`config.mk`:
```
export PLATFORM = sky130hd
export DESIGN_NAME = upstream_processor
export DESIGN_NICKNAME = d
export VERILOG_FILES = /design/src/rtl/upstream_pkg.sv /design/src/rtl/upstream_processor.sv
export SDC_FILE = /design/constraint.sdc
export NUM_CORES = 1
export LEC_CHECK = 0
export ABC_AREA = 0
export BUFFER_PORTS_ARGS = -buffer_cell sky130_fd_sc_hd__buf_2
export CAP_MARGIN = 20
export CORE_UTILIZATION = 24
export CTS_CLUSTER_SIZE = 12
export DETAILED_ROUTE_END_ITERATION = 7
export SYNTH_ARGS = -nofsm -noshare
export SYNTH_HDL_FRONTEND = slang
export SYNTH_SLANG_ARGS = --single-unit
```
`constraint.sdc`:
```
create_clock -name clk -period 2.04 [get_ports clk]
set_clock_uncertainty 0.05 [all_clocks]
set_input_delay 0.408 -clock clk [delete_from_list [all_inputs] [get_ports clk]]
set_output_delay 0.408 -clock clk [all_outputs]
set_load 0.02 [all_outputs]
```
`src/rtl/upstream_pkg.sv`:
```
// Shared types and output-decode constants for the upstream order-entry controller.
package upstream_pkg;

  typedef enum logic [2:0] {
    IDLE              = 3'd0,
    NEWMAX            = 3'd1,
    RISKCHECK         = 3'd2,
    SENDORDER         = 3'd3,
    RISKCHK_SENDORDER = 3'd4
  } up_state_t;

  // Strobe bundle in {check_risk, send_order, update_max} order.
  typedef struct packed {
    logic check_risk;
    logic send_order;
    logic update_max;
  } up_out_t;

  localparam up_out_t OUT_IDLE              = 3'b000;
  localparam up_out_t OUT_NEWMAX            = 3'b001;
  localparam up_out_t OUT_RISKCHECK         = 3'b100;
  localparam up_out_t OUT_SENDORDER         = 3'b010;
  localparam up_out_t OUT_RISKCHK_SENDORDER = 3'b110;

  // Moore output decode; unencoded states give no strobes.
  function automatic up_out_t decode_outputs(input up_state_t st);
    case (st)
      IDLE:              decode_outputs = OUT_IDLE;
      NEWMAX:            decode_outputs = OUT_NEWMAX;
      RISKCHECK:         decode_outputs = OUT_RISKCHECK;
      SENDORDER:         decode_outputs = OUT_SENDORDER;
      RISKCHK_SENDORDER: decode_outputs = OUT_RISKCHK_SENDORDER;
      default:           decode_outputs = OUT_IDLE;
    endcase
  endfunction

endpackage

```
`src/rtl/upstream_processor.sv`:
```
// Upstream control FSM: sequences max-limit updates, pre-trade risk checks and
// order sends, overlapping the send of one order with the check of the next.
module upstream_processor
  import upstream_pkg::*;
#(
  parameter int unsigned RISK_TIMEOUT = 16
) (
  input  logic clk,
  input  logic rst_n,
  input  logic risk_ok,
  input  logic new_order,
  input  logic new_max,
  input  logic memwr,
  output logic check_risk,
  output logic send_order,
  output logic update_max
);

  // At least one bit so a disabled timeout still elaborates cleanly.
  localparam int unsigned CW = (RISK_TIMEOUT > 0) ? $clog2(RISK_TIMEOUT + 1) : 1;
  localparam logic [CW-1:0] CNT_LAST = (RISK_TIMEOUT > 0) ? CW'(RISK_TIMEOUT - 1) : '0;

  up_state_t     state_q;
  up_state_t     state_d;
  logic [CW-1:0] cnt_q;
  logic          timeout;
  up_out_t       outs;

  assign timeout = (RISK_TIMEOUT != 0) && (cnt_q == CNT_LAST);

  // State register with synchronous active-low reset.
  always_ff @(posedge clk) begin
    if (!rst_n) state_q <= IDLE;
    else        state_q <= state_d;
  end

  // Next-state logic; first matching condition wins in each state.
  always_comb begin
    state_d = IDLE;
    case (state_q)
      IDLE: begin
        if (new_max)        state_d = NEWMAX;
        else if (new_order) state_d = RISKCHECK;
        else                state_d = IDLE;
      end
      NEWMAX: begin
        state_d = memwr ? IDLE : NEWMAX;
      end
      RISKCHECK: begin
        if (risk_ok && new_order) state_d = RISKCHK_SENDORDER;
        else if (risk_ok)         state_d = SENDORDER;
        else if (timeout)         state_d = IDLE;
        else                      state_d = RISKCHECK;
      end
      SENDORDER: begin
        if (memwr && new_order) state_d = RISKCHECK;
        else if (memwr)         state_d = IDLE;
        else                    state_d = SENDORDER;
      end
      RISKCHK_SENDORDER: begin
        if (risk_ok && new_order) state_d = RISKCHK_SENDORDER;
        else if (risk_ok)         state_d = SENDORDER;
        else                      state_d = RISKCHECK;
      end
      default: state_d = IDLE;
    endcase
  end

  // Risk-check timeout counter; being outside RISKCHECK clears it, which also
  // covers the clear-on-entry case. Saturates instead of wrapping.
  always_ff @(posedge clk) begin
    if (!rst_n)                                  cnt_q <= '0;
    else if (state_q != RISKCHECK || risk_ok)    cnt_q <= '0;
    else if (cnt_q != '1)                        cnt_q <= cnt_q + CW'(1);
  end

  // Moore output decode from the state register only.
  always_comb begin
    outs = decode_outputs(state_q);
  end

  assign check_risk = outs.check_risk;
  assign send_order = outs.send_order;
  assign update_max = outs.update_max;

endmodule

```
Word-level counts from Yosys, hierarchy flattened
Index checks and enable logic that the tools add are counted.
{ "op_classes": {"n_addsub": 1, "multipliers": 0, "n_div": 0, "order_cmp": 0, "n_eq_ne": 7, "shifts": 0, "muxes": 12, "bitwise_logic": 1, "reduce_logical": 5} }
{ "op_table": {"columns": ["op", "count"], "rows": [
  ["$pmux W3 S5", 1],
  ["$mux W2", 6],
  ["$pmux W3 S4", 1],
  ["$eq A3 B2 Y1 const B", 2],
  ["$mux W3", 2],
  ["$add A5 B1 Y5 const B", 1],
  ["$eq A5 B4 Y1 const B", 1],
  ["$ne A5 B5 Y1 const B", 1],
  ["$eq A3 B1 Y1 const B", 1],
  ["$eq A3 B3 Y1 const B", 1],
  ["$logic_not A3 Y1", 1],
  ["$ne A3 B2 Y1 const B", 1],
  ["$logic_and A1 B1 Y1", 2],
  ["$mux W1", 2],
  ["$reduce_or A2 Y1", 1],
  ["$logic_or A1 B1 Y1", 1],
  ["$not A1 Y1", 1]
]} }
{ "word_totals": {"regBits": 8, "latch_bits": 0, "mem_bits_rw": 0, "rom_bits": 0, "input_bits": 6, "output_inout_bits": 3, "wordCells": 28, "memories": 0} }

Depth between registers and ports, before layout
Gate-level depths: netlist (run 1).
{ "logic_depth": {"ltp_word": 5, "depth_mapped": 6, "depth_no_buf": 6} }

Worst setup path after synthesis (run 1)
Ideal clock, no wire load.
{ "synth_path": {"path_kind": "register to register", "from": "register cnt_q[0]", "to": "register cnt_q[3]", "setup_ns": 0.114, "t_arrival_ns": 1.304, "slack_ns": 0.572, "path_stages_with_launch": 7, "path_cell_list": "dfxtp_1 > ha_1 > and3_1 > ha_1 > nand4b_1 > xor2_1 > nor2_1"} }
{ "synth_via": {"elab_chain_len": 1, "elab_cells_between_ends": 2} }
{ "synth_rtl": {"columns": ["item", "line", "text"], "rows": [
  ["from (decl)", "upstream_processor.sv:25", "logic [CW-1:0] cnt_q;"],
  ["from (signal assigned)", "upstream_processor.sv:74", "else if (cnt_q != '1) cnt_q <= cnt_q + CW'(1);"],
  ["$add A5 B1 Y5 / $ne A5 B5 Y1 (equally long branches)", "upstream_processor.sv:74", null]
]} }
Parallel ways exist; a longest one is shown, timed or not.
A chain may end at the register's enable or synchronous reset.

Worst setup path after layout (run 1)
{ "layout_path": {"from": "register state_q[2]", "to": "output check_risk"} }
{ "layout_via": {"elab_chain_len": 2, "elab_cells_between_ends": 5} }
{ "layout_rtl": {"columns": ["item", "line", "text"], "rows": [
  ["from (decl)", "upstream_processor.sv:23", "up_state_t state_q;"],
  ["from (signal assigned)", "upstream_processor.sv:34", "else state_q <= state_d;"],
  ["$eq A3 B3 Y1, or another cell as far along", "upstream_pkg.sv:27", "case (st)"],
  ["$pmux W3 S4 *", "upstream_pkg.sv:27", null],
  ["to (decl)", "upstream_processor.sv:14", "output logic check_risk,"]
]} }
Mark *: on every way between the ends. The rest lies on a longest branch, timed or not.

==> summary.txt, run 1 <==
Outcome
  – Outcome: finished, final reports clean

Critical path
  – Crit. End Element: output port
  – FF-to-FF setup slack: 0.48 ns
  – WP data required: 1.58 ns
  – Nature of the critical path startpoint: flop
  – CP max FO: 7
  – Critical path origin: state_q[2]
  – FF-to-FF path depth: 6
  – Arrival @ worst endpoint: 1.34 ns
  – R2R Path End: cnt_q[3]
  – Worst setup path class: flop to output port
  – Critical register-to-register path startpoint: cnt_q[0]

Timing
  – Slew margin rel.: 0.814
  – Slew @ Worst Pin: 0.278 ns
  – Fmax: 0.558 GHz
  – Final Setup Violations: 0
  – Max-slew violations: 0
  – Final hold vios: 0
  – Final min period: 1.79 ns
  – Setup TNS: 0 ns
  – Crit share post-route: 0.879
  – WHS: 0.407 ns
  – RSZ-0062 raised after global routing: false

Clock network
  – Cts hold-fix bufs: 0
  – Worst-case clock buffer depth: 2
  – Root Buffer: clkbuf_4
  – Clock buffer count from CTS: 3
  – Setup Fix Bufs, Post-CTS: 0
  – Clk slew on worst S/H paths: 0.05 ns
  – CTS tree: built
  – Worst skew pair latency: 0.25 ns
  – Htree depth: 1
  – Number of gates resized after CTS: 0
  – CTS Sinks: 8

Floorplan
  – Die Width: 46.9 um
  – Die outline area: 2200 um^2
  – Die Y: 46.9 um
  – Row cnt: 15
  – Boundary Pins: 9
  – Starting Density: 0.269
  – Core ar.: 1800 um^2

Pwr
  – Pwr Density: 620 nW/um^2
  – Leak: 0.235 nW
  – Peak VDD IR: 0.374 mV

Placement
  – Port Buffers: 8
  – Post-DP Area: 533 um^2
  – Placed insts: 86
  – Placer Congestion: 0.816
  – HPWL after DPL: 625 um

Routing
  – Final antenna-violating net count: 0
  – DRC: 0
  – Vias per cell: 4.38
  – DR WL/cell: 9.15 um
  – Routed WL: 814 um
  – DR iter-0 viols: 1
  – Via count: 390
  – First drt pass iteration count: 4

Yosys
  – Cells after Synth: 55
  – Yosys warns: 0
  – Synth cell types: 26
  – Synth area leaders: dfxtp_1 (33%), ha_1 (7.8%), nor2_1 (7.0%)
  – Post-Syn Nets: 64
  – Post-Syn Area: 484 um^2
  – Synth Register Bits: 8
  – Post-synthesis sequential area ratio: 0.331
  – Cell taking the most area after synthesis: dfxtp_1
  – Syn avg cell area: 8.80 um^2
  – Top cell type's share of synthesized area: 0.331

Run
  – Max Cap Viol: 0

Global route
  – Vias in the first global route: 331
  – Antenna violations before repair: 0
  – Pin count of the biggest net entering global routing: 10
  – Global-route wire length before repair: 1.38 mm
  – GR Util All Layers: 0.0938
  – Total gr overflow: 0

Worst hold path
  – HP Class: input pin to flop
  – Endpoint of the worst hold path: state_q[2]
  – Hold path cells: 3
  – Worst hold start: rst_n

Finish
  – Fin nets: 75
  – Final Cell Area: 556 um^2
  – Fin cells: 89
  – Share of cells above drive strength 1: 0.219
  – Fill cell count: 201
  – Final core area utilization: 0.308
  – ANT cells: 0
  – Area grow syn2layout: 14.7%
where the power goes:
group,switching [W],internal (W),total (W),leakage [nW]
Clock,0.0000515,0.0000672,0.000119,0.0138
Combinational,0.0000263,0.0000275,0.0000538,0.156
Sequential,0.0000102,0.000162,0.000172,0.0649
Total,0.0000880,0.000256,0.000344,0.235
sequential cells by signal, indices dropped and copies added, names as in the netlist:
signal,flops
state_q,3
cnt_q,5
synth_stat cells, drive strengths merged:
library cell / count
a21oi: 2
mux2i: 1
o21ai: 1
nand2: 4
nand4b: 1
dfxtp: 8
nor2b: 5
a211oi: 1
nor2: 9
nor3b: 1
nor3: 1
nor4b: 1
xnor2: 1
buf: 2
a211o: 1
nand2b: 4
o22ai: 1
a31oi: 1
inv: 2
ha: 3
or3b: 1
o32ai: 1
and3: 1
xor2: 2
cell families after synthesis:
| family | Yosys count | share of synthesized area |
|---|---|---|
| and+or+nand+nor | 28 | 0.346 |
| AOI/OAI and AO/OA | 8 | 0.109 |
| DFF | 8 | 0.331 |
| buffers and inverters | 4 | 0.0620 |
| xor gates and xnor gates | 3 | 0.0543 |
| adders and majority gates | 3 | 0.0775 |
| muxes | 1 | 0.0207 |
worst max path at each step:
stage | endpoint | slack (ns) | cells after the start
6_report | check_risk | 0.25 | 4
5_1_grt | check_risk | 0.11 | 4
4_1_cts | check_risk | 0.23 | 4
3_5_place_dp | cnt_q[3] | 0.49 | 6
3_3_place_gp | cnt_q[3] | 0.52 | 6
2_1_floorplan | cnt_q[3] | 0.57 | 6
placed cells by master, fill, tap and decap left out:
cell      Yosys  final
or3b_4        1      1
xnor2_1       1      1
nand2b_4      1      1
nand2b_1      3      3
nor4b_1       1      1
nand2_1       4      4
a31oi_1       1      1
nor2b_1       4      4
o22ai_1       1      1
nand4b_1      1      1
a21oi_1       2      2
nor2b_4       1      1
xor2_1        2      2
inv_1         2      2
o21ai_0       1      1
a211o_1       1      1
nor2_1        9      9
clkbuf_4      0      3
nor3_1        1      1
and3_1        1      1
buf_2         0      8
ha_1          3      3
o32ai_1       1      1
dfxtp_1       8      8
a211oi_1      1      1
mux2i_1       1      1
nor3b_1       1      1
metal layers:
layer  wire [um]  vias to the layer above  global-route usage  part of all wire
met4           0                        0              0.0343                 0
met1         394                      174               0.102              0.48
met5           0                        -                   0                 0
met2         357                        9               0.150              0.44
met3          62                        0              0.0577             0.076
li1            -                      207                   -                 -
worst max-delay path, cell delays in order (launching register included):
cell and delay [ns]:
dfxtp_1 0.47, nor2b_1 0.27, nor2_1 0.09, nor2_1 0.09, buf_2 0.16
area by class of cell:
class | count | area (um^2) | area share
clock buffers | 3 | 22.5 | 0.0405
multi-input cells | 43 | 294 | 0.529
well taps | 25 | 31.3 | 0.0563
repair buffers | 8 | 40.0 | 0.0721
inverters | 2 | 7.51 | 0.0135
flip-flops and latches | 8 | 160 | 0.288
stage by stage:
step / power [W] / setup slack, ns
finish: 0.000344 / 0.247
global route: 0.000372 / 0.105
CTS: 0.000353 / 0.228
detailed placement: 0.000229 / 0.490
global placement: 0.000229 / 0.516
floorplan: 0.000220 / 0.572
Power figures use the tool's default switching activity.
==> inputs of run 2 (changes only) <==
--- a/config.mk
+++ b/config.mk
@@ -8,7 +8,7 @@
 export ABC_AREA = 0
 export BUFFER_PORTS_ARGS = -buffer_cell sky130_fd_sc_hd__buf_2
 export CAP_MARGIN = 20
-export CORE_UTILIZATION = 24
+export CORE_UTILIZATION = 30
 export CTS_CLUSTER_SIZE = 12
 export DETAILED_ROUTE_END_ITERATION = 7
 export SYNTH_ARGS = -nofsm -noshare
==> constraint.sdc (replaced) <==
create_clock -name clk -period 2 [get_ports clk]
set_clock_uncertainty 0.05 [all_clocks]
set_input_delay 0.4 -clock clk [delete_from_list [all_inputs] [get_ports clk]]
set_output_delay 0.4 -clock clk [all_outputs]
set_load 0.02 [all_outputs]
==> run 2 against run 1 <==
Compared with the run above:
- hold slack got worse by 0.019 ns
- register-to-register slack got worse by 0.02 ns
- largest power group unchanged
- total power increased by 1.3%
- critical path type unchanged
==> summary.txt, run 2 (synthesis gave the netlist of run 1 again) <==
Outcome
  – Outcome: finished, final reports clean

Timing
  – Slew @ Worst Pin: 0.282 ns (+0.00451 ns)
  – Max-slew violations: 0 (unchanged)
  – Slew margin rel.: 0.811 (-0.00301)
  – Final hold vios: 0 (unchanged)
  – Final min period: 1.77 ns
  – Fmax: 0.566 GHz
  – Setup TNS: 0 ns (unchanged)
  – Final Setup Violations: 0 (unchanged)
  – RSZ-0062 raised after global routing: false
  – WHS: 0.388 ns (-0.0186 ns)
  – Crit share post-route: 0.883

Pwr
  – Peak VDD IR: 0.452 mV (+21%)
  – Leak: 0.235 nW (unchanged)
  – Pwr Density: 641 nW/um^2 (+3.4%)

Placement
  – HPWL after DPL: 606 um (-3.0%)
  – Post-DP Area: 522 um^2 (-2.1%)
  – Placer Congestion: 0.788 (-3.4%)
  – Port Buffers: 8 (unchanged)

Critical path
  – FF-to-FF path depth: 6 (unchanged)
  – Crit. End Element: output port
  – Critical register-to-register path startpoint: cnt_q[0]
  – CP endpoint: check_risk
  – Critical path origin: state_q[2]
  – WP data required: 1.55 ns (-0.03 ns)
  – CP max FO: 7 (unchanged)
  – Worst setup path class: flop to output port
  – FF-to-FF setup slack: 0.46 ns (-0.02 ns)
  – Nature of the critical path startpoint: flop
  – R2R Path End: cnt_q[3]
  – Arrival @ worst endpoint: 1.32 ns (-0.02 ns)

Floorplan
  – Core ar.: 1510 um^2 (-16%)
  – Die Y: 42.2 um (-10%)
  – Die outline area: 1780 um^2 (-19%)
  – Starting Density: 0.321 (+0.0527)
  – Die Width: 42.2 um (-10%)
  – Boundary Pins: 9 (unchanged)
  – Row cnt: 14 (-1)

Finish
  – Share of cells above drive strength 1: 0.219 (unchanged)
  – Final core area utilization: 0.361 (+0.0530)
  – Final Cell Area: 544 um^2 (-2.0%)
  – Largest regs: cnt_q x5, state_q x3
  – Most common cell after layout, fill and taps aside: nor2_1
  – Area grow syn2layout: 12.4%
  – Fin nets: 75 (unchanged)
  – Most frequent cells in the layout: nor2_1 (9), dfxtp_1 (8), buf_2 (8)
  – Biggest register: cnt_q
  – ANT cells: 0 (unchanged)
  – Max FFs per register: 5 (unchanged)

Clock network
  – Worst-case clock buffer depth: 2 (unchanged)
  – Setup Fix Bufs, Post-CTS: 0 (unchanged)
  – Clock buffer count from CTS: 3 (unchanged)
  – CTS tree: built
  – CTS Sinks: 8 (unchanged)
  – Root Buffer: clkbuf_4
  – Cts hold-fix bufs: 0 (unchanged)
  – Worst skew pair latency: 0.25 ns (about the same)
  – Htree depth: 1 (unchanged)
  – Clk slew on worst S/H paths: 0.05 ns (about the same)
  – Number of gates resized after CTS: 0 (unchanged)

Routing
  – Routed WL: 781 um (-4.1%)
  – DRC: 0 (unchanged)
  – DR WL/cell: 9.76 um (+6.7%)
  – Final antenna-violating net count: 0 (unchanged)
  – Via count: 388 (-0.51%)
  – DR iter-0 viols: 3 (+2)
  – First drt pass iteration count: 4 (unchanged)
  – Vias per cell: 4.85 (+11%)

Global route
  – Antenna violations before repair: 0 (unchanged)
  – Vias in the first global route: 329 (-0.60%)
  – GR Util All Layers: 0.0945 (+0.000626)
  – Pin count of the biggest net entering global routing: 10 (unchanged)
  – Global-route wire length before repair: 1.26 mm (-8.6%)
  – Total gr overflow: 0 (unchanged)

Worst hold path
  – HP Class: input pin to flop

Run
  – Max Cap Viol: 0 (unchanged)
## run 2: power by group
group	switching, W	internal (W)	total, W
logic	0.0000267	0.0000281	0.0000547
registers	0.0000103	0.000165	0.000175
clock network	0.0000505	0.0000684	0.000119
total	0.0000874	0.000261	0.000349
## run 2: metrics by stage
stage | setup slack, ns | instances | total power, W
finish | 0.234 | 80 | 0.000349
global route | 0.171 | 80 | 0.000369
CTS | 0.222 | 80 | 0.000355
detailed placement | 0.455 | 77 | 0.000234
global placement | 0.487 | 77 | 0.000233
floorplan | 0.532 | 55 | 0.000225
## run 2: critical path, cell delays in order, from the launching register on
cell and delay [ns]:
dfxtp_1 0.48, nor2b_1 0.26, nor2_1 0.08, nor2_1 0.08
buf_2 0.16
## run 2: layout make-up
class                      instances  area [um^2]
fill                             162          962
inverter                           2         7.51
tap                               16         20.0
sequential                         8          160
multi-input combinational         43          294
timing repair buffer               8         40.0
clock buffer                       3         22.5
## run 2: per-layer routing
| metal | vias up | track usage | wire length, um |
|---|---|---|---|
| li1 | 208 | - | - |
| met2 | 10 | 0.145 | 354 |
| met3 | 2 | 0.0517 | 51 |
| met1 | 168 | 0.109 | 370 |
| met4 | 0 | 0.0375 | 4 |
| met5 | - | 0 | 0 |
## run 2: worst min-delay path by stage
stage          startpoint    endpoint  slack, ns  depth (start not counted)
6_report            rst_n  state_q[2]       0.39                          3
5_1_grt             rst_n  state_q[2]       0.39                          3
4_1_cts             rst_n  state_q[2]       0.38                          3
3_5_place_dp     cnt_q[3]    cnt_q[3]       0.46                          2
3_3_place_gp     cnt_q[3]    cnt_q[3]       0.46                          2
2_1_floorplan    cnt_q[3]    cnt_q[3]       0.42                          2
==> inputs of run 3 (changes only) <==
--- a/config.mk
+++ b/config.mk
@@ -8,9 +8,11 @@
 export ABC_AREA = 0
 export BUFFER_PORTS_ARGS = -buffer_cell sky130_fd_sc_hd__buf_2
 export CAP_MARGIN = 20
-export CORE_UTILIZATION = 30
+export CORE_AREA = 2 2 39 41
 export CTS_CLUSTER_SIZE = 12
 export DETAILED_ROUTE_END_ITERATION = 7
+export DIE_AREA = 0 0 41 43
+export MAX_ROUTING_LAYER = met4
 export SYNTH_ARGS = -nofsm -noshare
 export SYNTH_HDL_FRONTEND = slang
 export SYNTH_SLANG_ARGS = --single-unit
==> run 3 against run 2 <==
Compared with the run above:
- combinational power about the same
- wire length decreased by 1.9%
- hold slack got worse by 0.013 ns
- worst setup slack got worse by 0.010 ns
- non-clock buffer count unchanged
- first-iteration DRC count decreased by 67%
- via count decreased by 0.77%
- total power increased by 0.84%
- critical path depth unchanged
- global-route usage increased by 1.6 points
- flip-flop and latch count unchanged
- critical path type unchanged
- largest cell class unchanged
- largest power group unchanged
==> summary.txt, run 3 (synthesis gave the netlist of run 1 again) <==
Finish
  – Max FFs per register: 5 (unchanged)
  – Most frequent cells in the layout: nor2_1 (9), dfxtp_1 (8), buf_2 (8)
  – Largest regs: cnt_q x5, state_q x3
  – ANT cells: 0 (unchanged)
  – Final core area utilization: 0.393 (+0.0320)
  – Share of cells above drive strength 1: 0.219 (unchanged)
  – Most common cell after layout, fill and taps aside: nor2_1
  – Fill cell count: 150 (-7.4%)
  – Final Cell Area: 544 um^2 (unchanged)
  – Biggest register: cnt_q
  – Area grow syn2layout: 12.4% (unchanged)
  – Fin nets: 75 (unchanged)

Floorplan
  – Die Width: 41 um (-2.8%)
  – Die outline area: 1760 um^2 (-0.88%)
  – Core ar.: 1380 um^2 (-8.1%)
  – Row cnt: 14 (unchanged)
  – Starting Density: 0.350 (+0.0285)
  – Boundary Pins: 9 (unchanged)
  – Die Y: 43 um (+2.0%)

Timing
  – Crit share post-route: 0.888 (+0.00517)
  – RSZ-0062 raised after global routing: false
  – Fmax: 0.563 GHz (-0.58%)
  – Final Setup Violations: 0 (unchanged)
  – WHS: 0.375 ns (-0.0127 ns)
  – Final min period: 1.78 ns (+0.0103 ns)
  – Final hold vios: 0 (unchanged)
  – Slew margin rel.: 0.827 (+0.0160)
  – Max-slew violations: 0 (unchanged)
  – Slew @ Worst Pin: 0.255 ns (-0.0273 ns)
  – Setup TNS: 0 ns (unchanged)

Worst hold path
  – HP Class: input pin to flop
  – Endpoint of the worst hold path: state_q[2]
  – Worst hold start: new_order
  – Hold path cells: 3 (unchanged)

Routing
  – DR WL/cell: 9.58 um (-1.9%)
  – Vias per cell: 4.81 (-0.77%)
  – Routed WL: 766 um (-1.9%)
  – Final antenna-violating net count: 0 (unchanged)
  – First drt pass iteration count: 2 (-2)
  – DR iter-0 viols: 1 (-2)
  – DRC: 0 (unchanged)
  – Via count: 385 (-0.77%)

Clock network
  – Number of gates resized after CTS: 0 (unchanged)
  – Clock buffer count from CTS: 3 (unchanged)
  – Worst-case clock buffer depth: 2 (unchanged)
  – Cts hold-fix bufs: 0 (unchanged)
  – CTS tree: built
  – Htree depth: 1 (unchanged)
  – Clk slew on worst S/H paths: 0.05 ns (about the same)
  – Setup Fix Bufs, Post-CTS: 0 (unchanged)
  – Worst skew pair latency: 0.25 ns (about the same)
  – CTS Sinks: 8 (unchanged)
  – Root Buffer: clkbuf_4

Global route
  – Antenna violations before repair: 0 (unchanged)
  – Global-route wire length before repair: 1.23 mm (-2.7%)
  – GR Util All Layers: 0.111 (+0.0161)
  – Pin count of the biggest net entering global routing: 10 (unchanged)
  – Vias in the first global route: 318 (-3.3%)
  – Total gr overflow: 0 (unchanged)

Placement
  – Post-DP Area: 522 um^2 (unchanged)
  – Placer Congestion: 0.668 (-15%)
  – Port Buffers: 8 (unchanged)

Critical path
  – Worst setup path class: flop to output port
  – FF-to-FF setup slack: 0.46 ns (about the same)
  – WP data required: 1.55 ns (about the same)
  – Cell mode on critical path: nor2_1
  – Worst path slowest cell: dfxtp_1
  – Nature of the critical path startpoint: flop
  – Crit-path cells: nor2b_1 -> nor2_1 -> nor2_1 -> buf_2
  – Crit. End Element: output port
  – Max incr delay on CP: 0.47 ns (about the same)
  – Worst path top cell family by delay: flip-flops
  – FF-to-FF path depth: 6 (unchanged)
  – Critical register-to-register path startpoint: cnt_q[0]
  – Arrival @ worst endpoint: 1.33 ns (about the same)
  – R2R Path End: cnt_q[3]
  – CP max FO: 7 (unchanged)
  – CP bufs+invs: 1 (unchanged)

Run
  – Max Cap Viol: 0 (unchanged)

Outcome
  – Outcome: finished, final reports clean

Pwr
  – Total Power: 0.000352 W (+0.84%)
  – Pwr Density: 646 nW/um^2 (+0.84%)
  – Peak VDD IR: 0.280 mV (-38%)
  – Leak: 0.235 nW (unchanged)
run 3: cell counts in the layout (fill, tap and decap cells not counted):
Identical to the previous run, type by type.
run 3: through the flow:
step	worst slack (ns)	instances
global route	0.0832	80
CTS	0.192	80
global placement	0.490	77
detailed placement	0.460	77
floorplan	0.532	55
finish	0.224	80
run 3: worst max-delay path by stage:
stage / from / to / slack, ns / depth (start not counted)
floorplan: cnt_q[0] / cnt_q[3] / 0.53 / 6
global placement: cnt_q[0] / cnt_q[3] / 0.49 / 6
detailed placement: cnt_q[0] / cnt_q[3] / 0.46 / 6
global route: state_q[2] / check_risk / 0.08 / 4
CTS: state_q[2] / check_risk / 0.19 / 4
finish: state_q[2] / check_risk / 0.22 / 4
run 3: metal layers:
metal | vias to the layer above | share of wire | track usage
met5 | - | 0 | -
met3 | 2 | 0.061 | 0.0314
met2 | 9 | 0.46 | 0.159
li1 | 205 | - | -
met1 | 169 | 0.46 | 0.114
met4 | 0 | 0.016 | 0.100
run 3: report_power, final:
part | switching, W | internal [W] | leakage, nW
registers | 0.0000101 | 0.000165 | 0.0649
clock network | 0.0000537 | 0.0000686 | 0.0138
logic | 0.0000263 | 0.0000280 | 0.156
run 3: tightest hold or removal path, stage by stage:
cell and delay, ns:
buf_2 0.12, nand2_1 0.07, nor3_1 0.04
run 3: area by class of cell:
type                    count  area [um^2]  area share
clock buffers               3         22.5      0.0414
inverters                   2         7.51      0.0138
multi-input cells          43          294       0.540
flip-flops and latches      8          160       0.294
well taps                  16         20.0      0.0368
repair buffers              8         40.0      0.0736
